**src/rtl/conv_stage_sched.sv**
```systemverilog
// Purpose: per-sample sequencer that walks the allocation list and drives regfile, data/coef RAM and MAC (S1..S8).
// Latency: input accepted in S7; per entry 2 (fetch) + 2 (S2) + vector_len + MAC_LAT-1 + 1..3 write/output cycles + 1 (S8).
// Backpressure: in_ready low whenever busy; S6 holds out_valid until out_ready, stalling the whole list walk.
//
// Ports: clk/rst_n (async active-low); list_last = last allocation index (sampled in S8 only);
//   ps_addr/ps_rdata = allocation list (1-cycle synchronous read);
//   in_valid/in_ready = audio sample in; out_valid/out_ready = system output;
//   regf_* = register file control; dram_*/coef_addr = RAM addresses; mac_* = MAC control; busy = not idle.
// Optional: define CONV_SCHED_OVR_EN to add sticky 'overrun' (in_valid seen while busy).
module conv_stage_sched #(
    parameter int VEC_ID_W       = 5,
    parameter int REGFILE_ADDR_W = 4,
    parameter int ALLOC_LEN_W    = 8,
    parameter int DATA_ADDR_W    = 10,
    parameter int PS_ADDR_W      = 5,
    parameter int IN_REG         = 0,
    parameter int MAC_LAT        = 2,
    parameter int ENTRY_W        = 2 + VEC_ID_W + 2*REGFILE_ADDR_W + ALLOC_LEN_W + 2*DATA_ADDR_W
) (
    input  logic                      clk,
    input  logic                      rst_n,
    input  logic [PS_ADDR_W-1:0]      list_last,
    output logic [PS_ADDR_W-1:0]      ps_addr,
    input  logic [ENTRY_W-1:0]        ps_rdata,
    input  logic                      in_valid,
    output logic                      in_ready,
    output logic                      out_valid,
    input  logic                      out_ready,
    output logic [REGFILE_ADDR_W-1:0] regf_raddr,
    output logic [REGFILE_ADDR_W-1:0] regf_waddr,
    output logic                      regf_we,
    output logic [1:0]                regf_wsel,
    output logic [DATA_ADDR_W-1:0]    dram_addr,
    output logic                      dram_we,
    output logic [DATA_ADDR_W-1:0]    coef_addr,
    output logic                      mac_clr,
    output logic                      mac_en,
    output logic                      mac_last,
`ifdef CONV_SCHED_OVR_EN
    output logic                      overrun,
`endif
    output logic                      busy
);

    // Entry field offsets, LSB first: coef_ptr, data_ptr, vector_len, error_reg, result_reg, vector_id, upse_f, lstg_f
    localparam int DP_LO = DATA_ADDR_W;
    localparam int VL_LO = 2*DATA_ADDR_W;
    localparam int ER_LO = VL_LO + ALLOC_LEN_W;
    localparam int RR_LO = ER_LO + REGFILE_ADDR_W;
    localparam int VI_LO = RR_LO + REGFILE_ADDR_W;
    localparam int UP_BIT = VI_LO + VEC_ID_W;
    localparam int LS_BIT = UP_BIT + 1;

    typedef enum logic [2:0] {S7, S1, S2, S3, S4, S5, S6, S8} state_t;

    state_t                    state, state_nx;
    logic                      sub, sub_nx;       // second cycle of S1/S2, MAC drain phase of S3
    logic [ALLOC_LEN_W-1:0]    cnt, cnt_nx;       // k in S3 mac phase, drain cycles in S3 wait phase
    logic [PS_ADDR_W-1:0]      asc;
    logic [REGFILE_ADDR_W-1:0] src_reg;

    logic                      lstg_f, upse_f;
    logic [REGFILE_ADDR_W-1:0] result_reg, error_reg;
    logic [ALLOC_LEN_W-1:0]    vector_len;
    logic [DATA_ADDR_W-1:0]    data_ptr, coef_ptr;

    // vector_id is carried by the list for software only; nothing here consumes it
    logic unused_vec_id;
    assign unused_vec_id = ^ps_rdata[UP_BIT-1:VI_LO];

    always_ff @(posedge clk or negedge rst_n) begin
        if (!rst_n) begin
            state      <= S7;
            sub        <= 1'b0;
            cnt        <= '0;
            asc        <= '0;
            src_reg    <= REGFILE_ADDR_W'(IN_REG);
            lstg_f     <= 1'b0;
            upse_f     <= 1'b0;
            result_reg <= '0;
            error_reg  <= '0;
            vector_len <= '0;
            data_ptr   <= '0;
            coef_ptr   <= '0;
        end else begin
            state <= state_nx;
            sub   <= sub_nx;
            cnt   <= cnt_nx;
            // second S1 cycle: read data for ps_addr issued last cycle is now valid
            if (state == S1 && sub) begin
                lstg_f     <= ps_rdata[LS_BIT];
                upse_f     <= ps_rdata[UP_BIT];
                result_reg <= ps_rdata[RR_LO +: REGFILE_ADDR_W];
                error_reg  <= ps_rdata[ER_LO +: REGFILE_ADDR_W];
                vector_len <= ps_rdata[VL_LO +: ALLOC_LEN_W];
                data_ptr   <= ps_rdata[DP_LO +: DATA_ADDR_W];
                coef_ptr   <= ps_rdata[0 +: DATA_ADDR_W];
            end
            // the next stage consumes this stage's result
            if (state == S4)
                src_reg <= result_reg;
            if (state == S8) begin
                if (asc == list_last) begin
                    asc     <= '0;
                    src_reg <= REGFILE_ADDR_W'(IN_REG);
                end else begin
                    asc <= asc + 1'b1;
                end
            end
        end
    end

`ifdef CONV_SCHED_OVR_EN
    always_ff @(posedge clk or negedge rst_n) begin
        if (!rst_n)
            overrun <= 1'b0;
        else if (in_valid && busy)
            overrun <= 1'b1;
    end
`endif

    always_comb begin
        state_nx   = state;
        sub_nx     = sub;
        cnt_nx     = cnt;
        ps_addr    = '0;
        in_ready   = 1'b0;
        out_valid  = 1'b0;
        regf_raddr = '0;
        regf_waddr = '0;
        regf_we    = 1'b0;
        regf_wsel  = 2'd0;
        dram_addr  = '0;
        dram_we    = 1'b0;
        coef_addr  = '0;
        mac_clr    = 1'b0;
        mac_en     = 1'b0;
        mac_last   = 1'b0;
        busy       = 1'b1;
        case (state)
            S7: begin
                busy     = 1'b0;
                in_ready = 1'b1;
                if (in_valid) begin
                    regf_we    = 1'b1;
                    regf_waddr = REGFILE_ADDR_W'(IN_REG);
                    regf_wsel  = 2'd0;
                    state_nx   = S1;
                    sub_nx     = 1'b0;
                end
            end
            S1: begin
                ps_addr = asc;
                sub_nx  = !sub;
                if (sub)
                    state_nx = S2;
            end
            S2: begin
                if (!sub) begin
                    regf_raddr = src_reg;
                    sub_nx     = 1'b1;
                end else begin
                    dram_we   = 1'b1;
                    dram_addr = data_ptr;
                    mac_clr   = 1'b1;
                    sub_nx    = 1'b0;
                    cnt_nx    = '0;
                    // empty vector: the cleared accumulator is the result
                    state_nx  = (vector_len == '0) ? S4 : S3;
                end
            end
            S3: begin
                if (!sub) begin
                    mac_en    = 1'b1;
                    dram_addr = data_ptr + DATA_ADDR_W'(cnt);
                    coef_addr = coef_ptr + DATA_ADDR_W'(cnt);
                    if (cnt == vector_len - 1'b1) begin
                        mac_last = 1'b1;
                        cnt_nx   = '0;
                        // S4 lands exactly MAC_LAT cycles after the last operand
                        if (MAC_LAT <= 1)
                            state_nx = S4;
                        else
                            sub_nx = 1'b1;
                    end else begin
                        cnt_nx = cnt + 1'b1;
                    end
                end else begin
                    if (cnt == ALLOC_LEN_W'(MAC_LAT - 2)) begin
                        state_nx = S4;
                        sub_nx   = 1'b0;
                        cnt_nx   = '0;
                    end else begin
                        cnt_nx = cnt + 1'b1;
                    end
                end
            end
            S4: begin
                regf_we    = 1'b1;
                regf_waddr = result_reg;
                regf_wsel  = 2'd1;
                state_nx   = upse_f ? S5 : (lstg_f ? S6 : S8);
            end
            S5: begin
                regf_we    = 1'b1;
                regf_waddr = error_reg;
                regf_wsel  = 2'd2;
                state_nx   = lstg_f ? S6 : S8;
            end
            S6: begin
                regf_raddr = result_reg;
                out_valid  = 1'b1;
                if (out_ready)
                    state_nx = S8;
            end
            S8: begin
                state_nx = (asc == list_last) ? S7 : S1;
            end
            default: state_nx = S7;
        endcase
    end

endmodule

```
**config.mk**
```make
export PLATFORM = sky130hd
export DESIGN_NAME = conv_stage_sched
export DESIGN_NICKNAME = d
export VERILOG_FILES = /design/src/rtl/conv_stage_sched.sv
export SDC_FILE = /design/constraint.sdc
export NUM_CORES = 1
export LEC_CHECK = 0
export CORE_UTILIZATION = 45
export DETAILED_ROUTE_END_ITERATION = 16
export PLACE_DENSITY = 0.71
export SLEW_MARGIN = 20
export SYNTH_ARGS = -nofsm -noshare
export SYNTH_HDL_FRONTEND = slang
export SYNTH_SLANG_ARGS = --single-unit
```
**constraint.sdc**
```tcl
create_clock -name clk -period 3.4 [get_ports clk]
set_input_delay 0.51 -clock clk [delete_from_list [all_inputs] [get_ports clk]]
set_output_delay 0.51 -clock clk [all_outputs]
set_load 0.05 [all_outputs]
```
==> flow_metrics.env, run 1 <==
export IMPL_cts_tree="done"
export IMPL_slew_viol_final=0
export IMPL_syn_inst=425
export IMPL_drc=0
export IMPL_slew_headroom_pct=43.3
export IMPL_groute_usage_overall_pct=23.2
export IMPL_fmax_ghz=0.308
export IMPL_grt_pass1_vias=3404
export IMPL_cts_max_path_buffers=2
export IMPL_wl_per_cell_um=15.7
export IMPL_grt_max_degree=33
export IMPL_register_area_um2=1480
export IMPL_floorplan_die_width_um=95.7
export IMPL_cts_made_buffers=9
export IMPL_synth_warning_count=0
export IMPL_finalSetupTns_ns=0
export IMPL_io_buffer_count=89
export IMPL_num_vias=3529
export IMPL_tritoncts_num_sinks=59
export IMPL_cp_cell_sequence="buf_4, ha_1, inv_1, fa_1, inv_1, a21oi_1, o21bai_2, a311oi_1, or4_1, nand3_1, buf_12"
export IMPL_antenna_found_initial=0
export IMPL_avgSynthCellArea_um2=9.30
export IMPL_final_hold_violation_count=0
export IMPL_reg_top3="coef_ptr x10, data_ptr x10"
export IMPL_global_route_wire_length_before_repair_um=16100
export IMPL_globalRouteOverflowTotal=0
export IMPL_synth_enable_flop_cells=0
export IMPL_rsz0062_at_grt="no"
export IMPL_syn_to_final_growth_pct=38.7
export IMPL_netlist_area_um2=3950
export IMPL_floorplan_rows=33
export IMPL_final_layout_size_suffix_gt1_share_pct=19.5
export IMPL_nFillCells=675
export IMPL_power_leakage_nw=2.30
export IMPL_detail_route_vias_per_cell=5.58
export IMPL_drt_pass1_iterations=4
export IMPL_ys_seq_area_share_pct=37.4
export IMPL_boundaryPins=95
export IMPL_run_status="completed"
export IMPL_power_density_nw_per_um2=912
export IMPL_crit_path_max_fanout=8
export IMPL_drt_first_iter_violations=201
export IMPL_post_synth_num_cell_types=56
export IMPL_fin_skew_ns=0.00875
export IMPL_floorplan_die_area_um2=9160
export IMPL_timing_critical_path_slowest_stage_cell="or4_1"
export IMPL_clk_transition_reported_paths_ns=0.07
export IMPL_replace_congestion=0.834
export IMPL_cap_violations=0
export IMPL_die_height_um=95.7
export IMPL_finalNetCount=598
export IMPL_start_util_pct=47.4
export IMPL_synthArstFlopShare_pct=100
export IMPL_antenna_violating_nets_post_route=0
export IMPL_setup_violations=0
export IMPL_irDropWorstVdd_mv=0.468
export IMPL_synth_flop_cell="dfrtp_1"
export IMPL_routed_wire_length_um=9950
export IMPL_arrival_ns=2.74
export IMPL_timing_final_crit_period_ns=3.25
export IMPL_count_of_inserted_antenna_diode_cells=0
export IMPL_preCtsSetupSlack_ns=0.226
export IMPL_timing_critical_path_from="cnt[0]"
export IMPL_period_share_pct=95.6
export IMPL_r2r_start="vector_len[0]"
export IMPL_fin_worst_hold_slack_ns=0.219
export IMPL_clkLatencyLatePin_ns=0.35
export IMPL_place_hpwl_um=7270
export IMPL_area_of_the_multi_input_gates_um2=2350
export IMPL_clock_tree_root_cell="clkbuf_8"
export IMPL_h_tree_level_count=3
export IMPL_cp_common_cell="inv_1"
export IMPL_worstSetupStartpointType="flop"
export IMPL_ys_ff_latch=59
export IMPL_tightestPinTransition_ns=0.843
export IMPL_critical_path_required_ns=2.89
export IMPL_core_region_area_um2=8340
export IMPL_synth_net_count=500
export IMPL_worst_slack_ns=0.150
export IMPL_crit_path_category="reg2out"
export IMPL_post_cts_repair_setup_buffers=0
export IMPL_hold_path_class="in2async"
export IMPL_cp_slowest_stage_delay_ns=0.48
export IMPL_setup_crit_end_kind="primary output"
## critical path: cells and delay by family (launching register included)
kind                       cells  cell delay, ns
adders and majority gates      2            0.58
DFF                            1            0.35
AOI/OAI and AO/OA              3            0.41
and+or+nand+nor                2            0.61
buffers and inverters          4            0.44
## synthesized netlist by cell type (4+ instances only)
library cell,n,share of area [%]
dfrtp_1,59,37
mux2_2,34,9.7
nor2_1,34,3.2
nand2_1,32,3.0
o21ai_0,28,3.5
inv_1,22,2.1
ha_1,21,6.6
a21oi_1,19,2.4
xnor2_1,17,3.8
nand3_1,16,2.0
mux2i_1,10,2.5
nor3_1,10,1.3
clkbuf_1,9,0.85
xor2_1,9,2.0
and2_1,8,1.3
or3_1,8,1.3
o21ai_1,7,0.89
a21o_1,5,0.95
buf_2,5,0.63
nand2b_1,5,0.79
nand4_1,5,0.79
a22oi_1,4,0.76
and3_1,4,0.63
## power by group
part	switching, mW	leakage [nW]	internal [mW]
sequential	0.336	0.720	1.02
clock	0.286	0.113	0.452
combinational	1.61	1.47	1.29
## final cells by class
cell class                 instances  area share [%]
inverter                          24            1.64
timing repair buffer             103            22.0
tap                              105            2.40
multi-input combinational        326            42.9
clock inverter                     4            1.32
sequential                        59            26.9
clock buffer                      12            2.83
## logic make-up (layout without fill, tap and decap cells)
kind of cell	count (synthesis)	after routing	share of synthesized area (%)
AOI/OAI and AO/OA	97	97	15.9
adders and majority gates	23	23	7.66
and+or+nand+nor	136	136	17.0
muxes	44	44	12.2
xor gates and xnor gates	26	26	5.76
DFF	59	59	37.4
buffers and inverters	40	143	4.15
## final timing paths
path	cells after the start	endpoint	slack, ns
max	11	dram_addr[8]	0.15
min	1	error_reg[2]	0.22
max reg2reg	8	cnt[3]	0.95
min reg2reg	1	error_reg[0]	0.51
max in group asynchronous	2	coef_ptr[9]	2.33
min in group clk	1	error_reg[0]	0.51
## metrics by stage
| step | cell area [µm²] | std cells | total power [mW] | utilization (%) |
|---|---|---|---|---|
| after global routing | 5480 | 633 | 5.33 | 65.8 |
| final | 5480 | 633 | 5.00 | 65.8 |
| after CTS | 5460 | 633 | 5.00 | 65.5 |
| after detailed placement | 5230 | 617 | 4.24 | 62.7 |
| after global placement | 5230 | 617 | 4.15 | 62.7 |
| after floorplan | 3960 | 425 | 3.28 | - |
## repair_timing
action	CTS	global route
endpoints found under the setup margin	1	4
pin swaps	0	1
gates resized for setup	2	5
hold buffers	0	0
## routing by layer
layer	share of wire, %	track usage, %
met5	0	0
met4	1.9	9.08
met3	5.0	4.11
met2	49	39.4
met1	44	29.4
## placed cells by master (no fill, tap or decap), types with 5 or more instances in the layout
master / count
clkdlybuf4s50_1: 64
dfrtp_1: 59
mux2_2: 34
nor2_1: 33
nand2_1: 32
o21ai_0: 26
inv_1: 22
buf_12: 22
ha_1: 21
a21oi_1: 18
xnor2_1: 17
nand3_1: 16
buf_4: 16
clkbuf_8: 11
mux2i_1: 10
xor2_1: 9
o21ai_1: 9
nor3_1: 9
and2_1: 8
or3_1: 8
nand2b_1: 5
a21o_1: 5
nand4_1: 5
No activity file was read; power rests on OpenSTA's default activity.
==> run 2: changes to the inputs <==
==> constraint.sdc (replaced) <==
create_clock -name clk -period 3.13 [get_ports clk]
set_input_delay 0.4695 -clock clk [delete_from_list [all_inputs] [get_ports clk]]
set_output_delay 0.4695 -clock clk [all_outputs]
set_load 0.05 [all_outputs]
==> run 2 against run 1 <==
  * The run now ends with negative setup slack left
  * Wire length up 4.2%
  * Count of clock-buffer cells in the layout unchanged
  * Largest power group unchanged
  * Final cell count up 3.2%
  * Clock power up 8.7%
  * Utilization up 3.0 points
  * Sequential power up 7%
==> flow_metrics.env, run 2 (synthesis results as in run 1) <==
export IMPL_cp_common_cell="nor3_2"
export IMPL_final_cells=653
export IMPL_h_tree_level_count=3
export IMPL_floorplan_rows=33
export IMPL_register_area_um2=1480
export IMPL_clock_tree_root_cell="clkbuf_8"
export IMPL_fin_util_pct=68.7
export IMPL_finalSetupTns_ns=-0.0385
export IMPL_period_share_pct=101
export IMPL_critical_path_cell_count=9
export IMPL_groute_usage_overall_pct=24.5
export IMPL_drc=0
export IMPL_drt_pass1_iterations=6
export IMPL_grt_pass1_vias=3608
export IMPL_cts_max_path_buffers=2
export IMPL_post_layout_total_power_mw=5.67
export IMPL_floorplan_die_area_um2=9160
export IMPL_core_region_area_um2=8340
export IMPL_global_route_wire_length_before_repair_um=17000
export IMPL_critical_path_top_delay_family="compound AO/OA/AOI/OAI gates"
export IMPL_slew_headroom_pct=41.9
export IMPL_cp_cell_sequence="ha_2, fa_2, a21o_1, a21oi_2, o21bai_2, a2111oi_4, nor3_2, nor3_2, clkbuf_16"
export IMPL_cts_hold_buffers=0
export IMPL_fin_worst_hold_slack_ns=0.243
export IMPL_postLayoutCellArea_um2=5730
export IMPL_dp_cells=621
export IMPL_final_layout_size_suffix_gt1_share_pct=26.6
export IMPL_critical_path_required_ns=2.66
export IMPL_crit_path_max_fanout=2
export IMPL_grt_max_degree=39
export IMPL_path_buf_inv=1
export IMPL_antenna_found_initial=0
export IMPL_irDropWorstVdd_mv=0.451
export IMPL_clk_transition_reported_paths_ns=0.07
export IMPL_slew_viol_final=0
export IMPL_floorplan_die_width_um=95.7
export IMPL_preCtsSetupSlack_ns=0.0328
export IMPL_power_leakage_nw=2.43
export IMPL_start_util_pct=47.4
export IMPL_arrival_ns=2.70
export IMPL_power_density_nw_per_um2=990
export IMPL_dpl_instance_area_um2=5270
export IMPL_wl_per_cell_um=15.9
export IMPL_worst_slack_ns=-0.0385
export IMPL_num_vias=3663
export IMPL_antenna_violating_nets_post_route=0
export IMPL_fin_skew_ns=0.0106
export IMPL_reg_top3="coef_ptr x10, data_ptr x10"
export IMPL_detail_route_vias_per_cell=5.61
export IMPL_reg2reg_depth=14
export IMPL_final_hold_violation_count=0
export IMPL_run_status="finished, violations left"
export IMPL_globalRouteOverflowTotal=0
export IMPL_timing_critical_path_slowest_stage_cell="a2111oi_4"
export IMPL_cap_violations=0
export IMPL_fmax_ghz=0.316
export IMPL_tightestPinTransition_ns=0.872
export IMPL_syn_to_final_growth_pct=45.0
export IMPL_cts_tree="done"
export IMPL_area_of_the_multi_input_gates_um2=2430
export IMPL_hold_path_class="in2async"
export IMPL_boundaryPins=95
export IMPL_failing_checks="negative setup slack"
export IMPL_count_of_inserted_antenna_diode_cells=0
export IMPL_nFillCells=647
export IMPL_worstSetupStartpointType="flop"
export IMPL_finalNetCount=618
export IMPL_place_hpwl_um=7460
export IMPL_timing_final_crit_period_ns=3.17
export IMPL_setup_violations=1
export IMPL_rsz0062_at_grt="yes"
export IMPL_mostFrequentLayoutCells="58 x dfrtp_1, 58 x clkdlybuf4s50_1, 39 x buf_4"
export IMPL_drt_first_iter_violations=148
export IMPL_io_buffer_count=89
export IMPL_cts_made_buffers=9
export IMPL_replace_congestion=0.841
export IMPL_tritoncts_num_sinks=59
export IMPL_cp_slowest_stage_delay_ns=0.40
export IMPL_crit_path_category="reg2out"
export IMPL_routed_wire_length_um=10400
export IMPL_setup_crit_end_kind="primary output"
export IMPL_die_height_um=95.7
export IMPL_clkLatencyLatePin_ns=0.35
==> run 2: changes by cell type in the layout (fill, tap and decap cells not counted), moves of 2 or more <==
| cell | previous run | this run |
|---|---|---|
| buf_4 | 16 | 39 |
| clkdlybuf4s50_1 | 64 | 58 |
| a21oi_1 | 18 | 15 |
| a21oi_2 | 1 | 4 |
| a311oi_1 | 3 | 0 |
| a311oi_2 | 0 | 3 |
| fa_1 | 2 | 0 |
| fa_2 | 0 | 2 |
| ha_1 | 21 | 19 |
| ha_2 | 0 | 2 |
| o21ai_0 | 26 | 24 |
==> run 2: routing by layer <==
| layer | up-vias | GRT usage (%) | share of wire, % |
|---|---|---|---|
| met5 | - | 0 | 0 |
| met4 | 0 | 9.95 | 2.2 |
| met3 | 20 | 5.13 | 4.8 |
| met2 | 102 | 41.5 | 51 |
| met1 | 1775 | 30.3 | 42 |
| li1 | 1766 | - | - |
==> run 2: final cells by class <==
type	instances	share of cell area, %
multi-input cells	326	42.4
flip-flops and latches	59	25.8
repair buffers	123	24.0
well taps	105	2.29
clock buffers	12	2.71
clock inverters	4	1.27
inverters	24	1.57
==> run 2: final timing paths <==
check                           slack [ns]     startpoint             to
worst max register to register        0.10  vector_len[3]         cnt[2]
min in group clk                      0.51   error_reg[3]   error_reg[3]
max in group asynchronous             2.17          rst_n  result_reg[1]
worst max-delay path                 -0.04         cnt[0]   coef_addr[8]
worst min register to register        0.51   error_reg[3]   error_reg[3]
worst min-delay path                  0.24          rst_n         cnt[1]
==> run 2: worst register-to-register path, delay by kind of cell (launching register included) <==
kind                   cells  cell delay [ns]
flip-flops                 1             0.45
AO/OA/AOI/OAI              4             0.74
AND/OR/NAND/NOR            2             0.91
buffers and inverters      8             0.82
==> run 2: repair_timing <==
action	in CTS	in global routing
buffers inserted	9	7
resized for setup	10	18
pin swaps	4	11
endpoints found under the setup margin	3	13
==> run 2: power by group <==
part	switching [mW]	internal (mW)
logic	1.85	1.56
registers	0.350	1.11
clock network	0.312	0.490
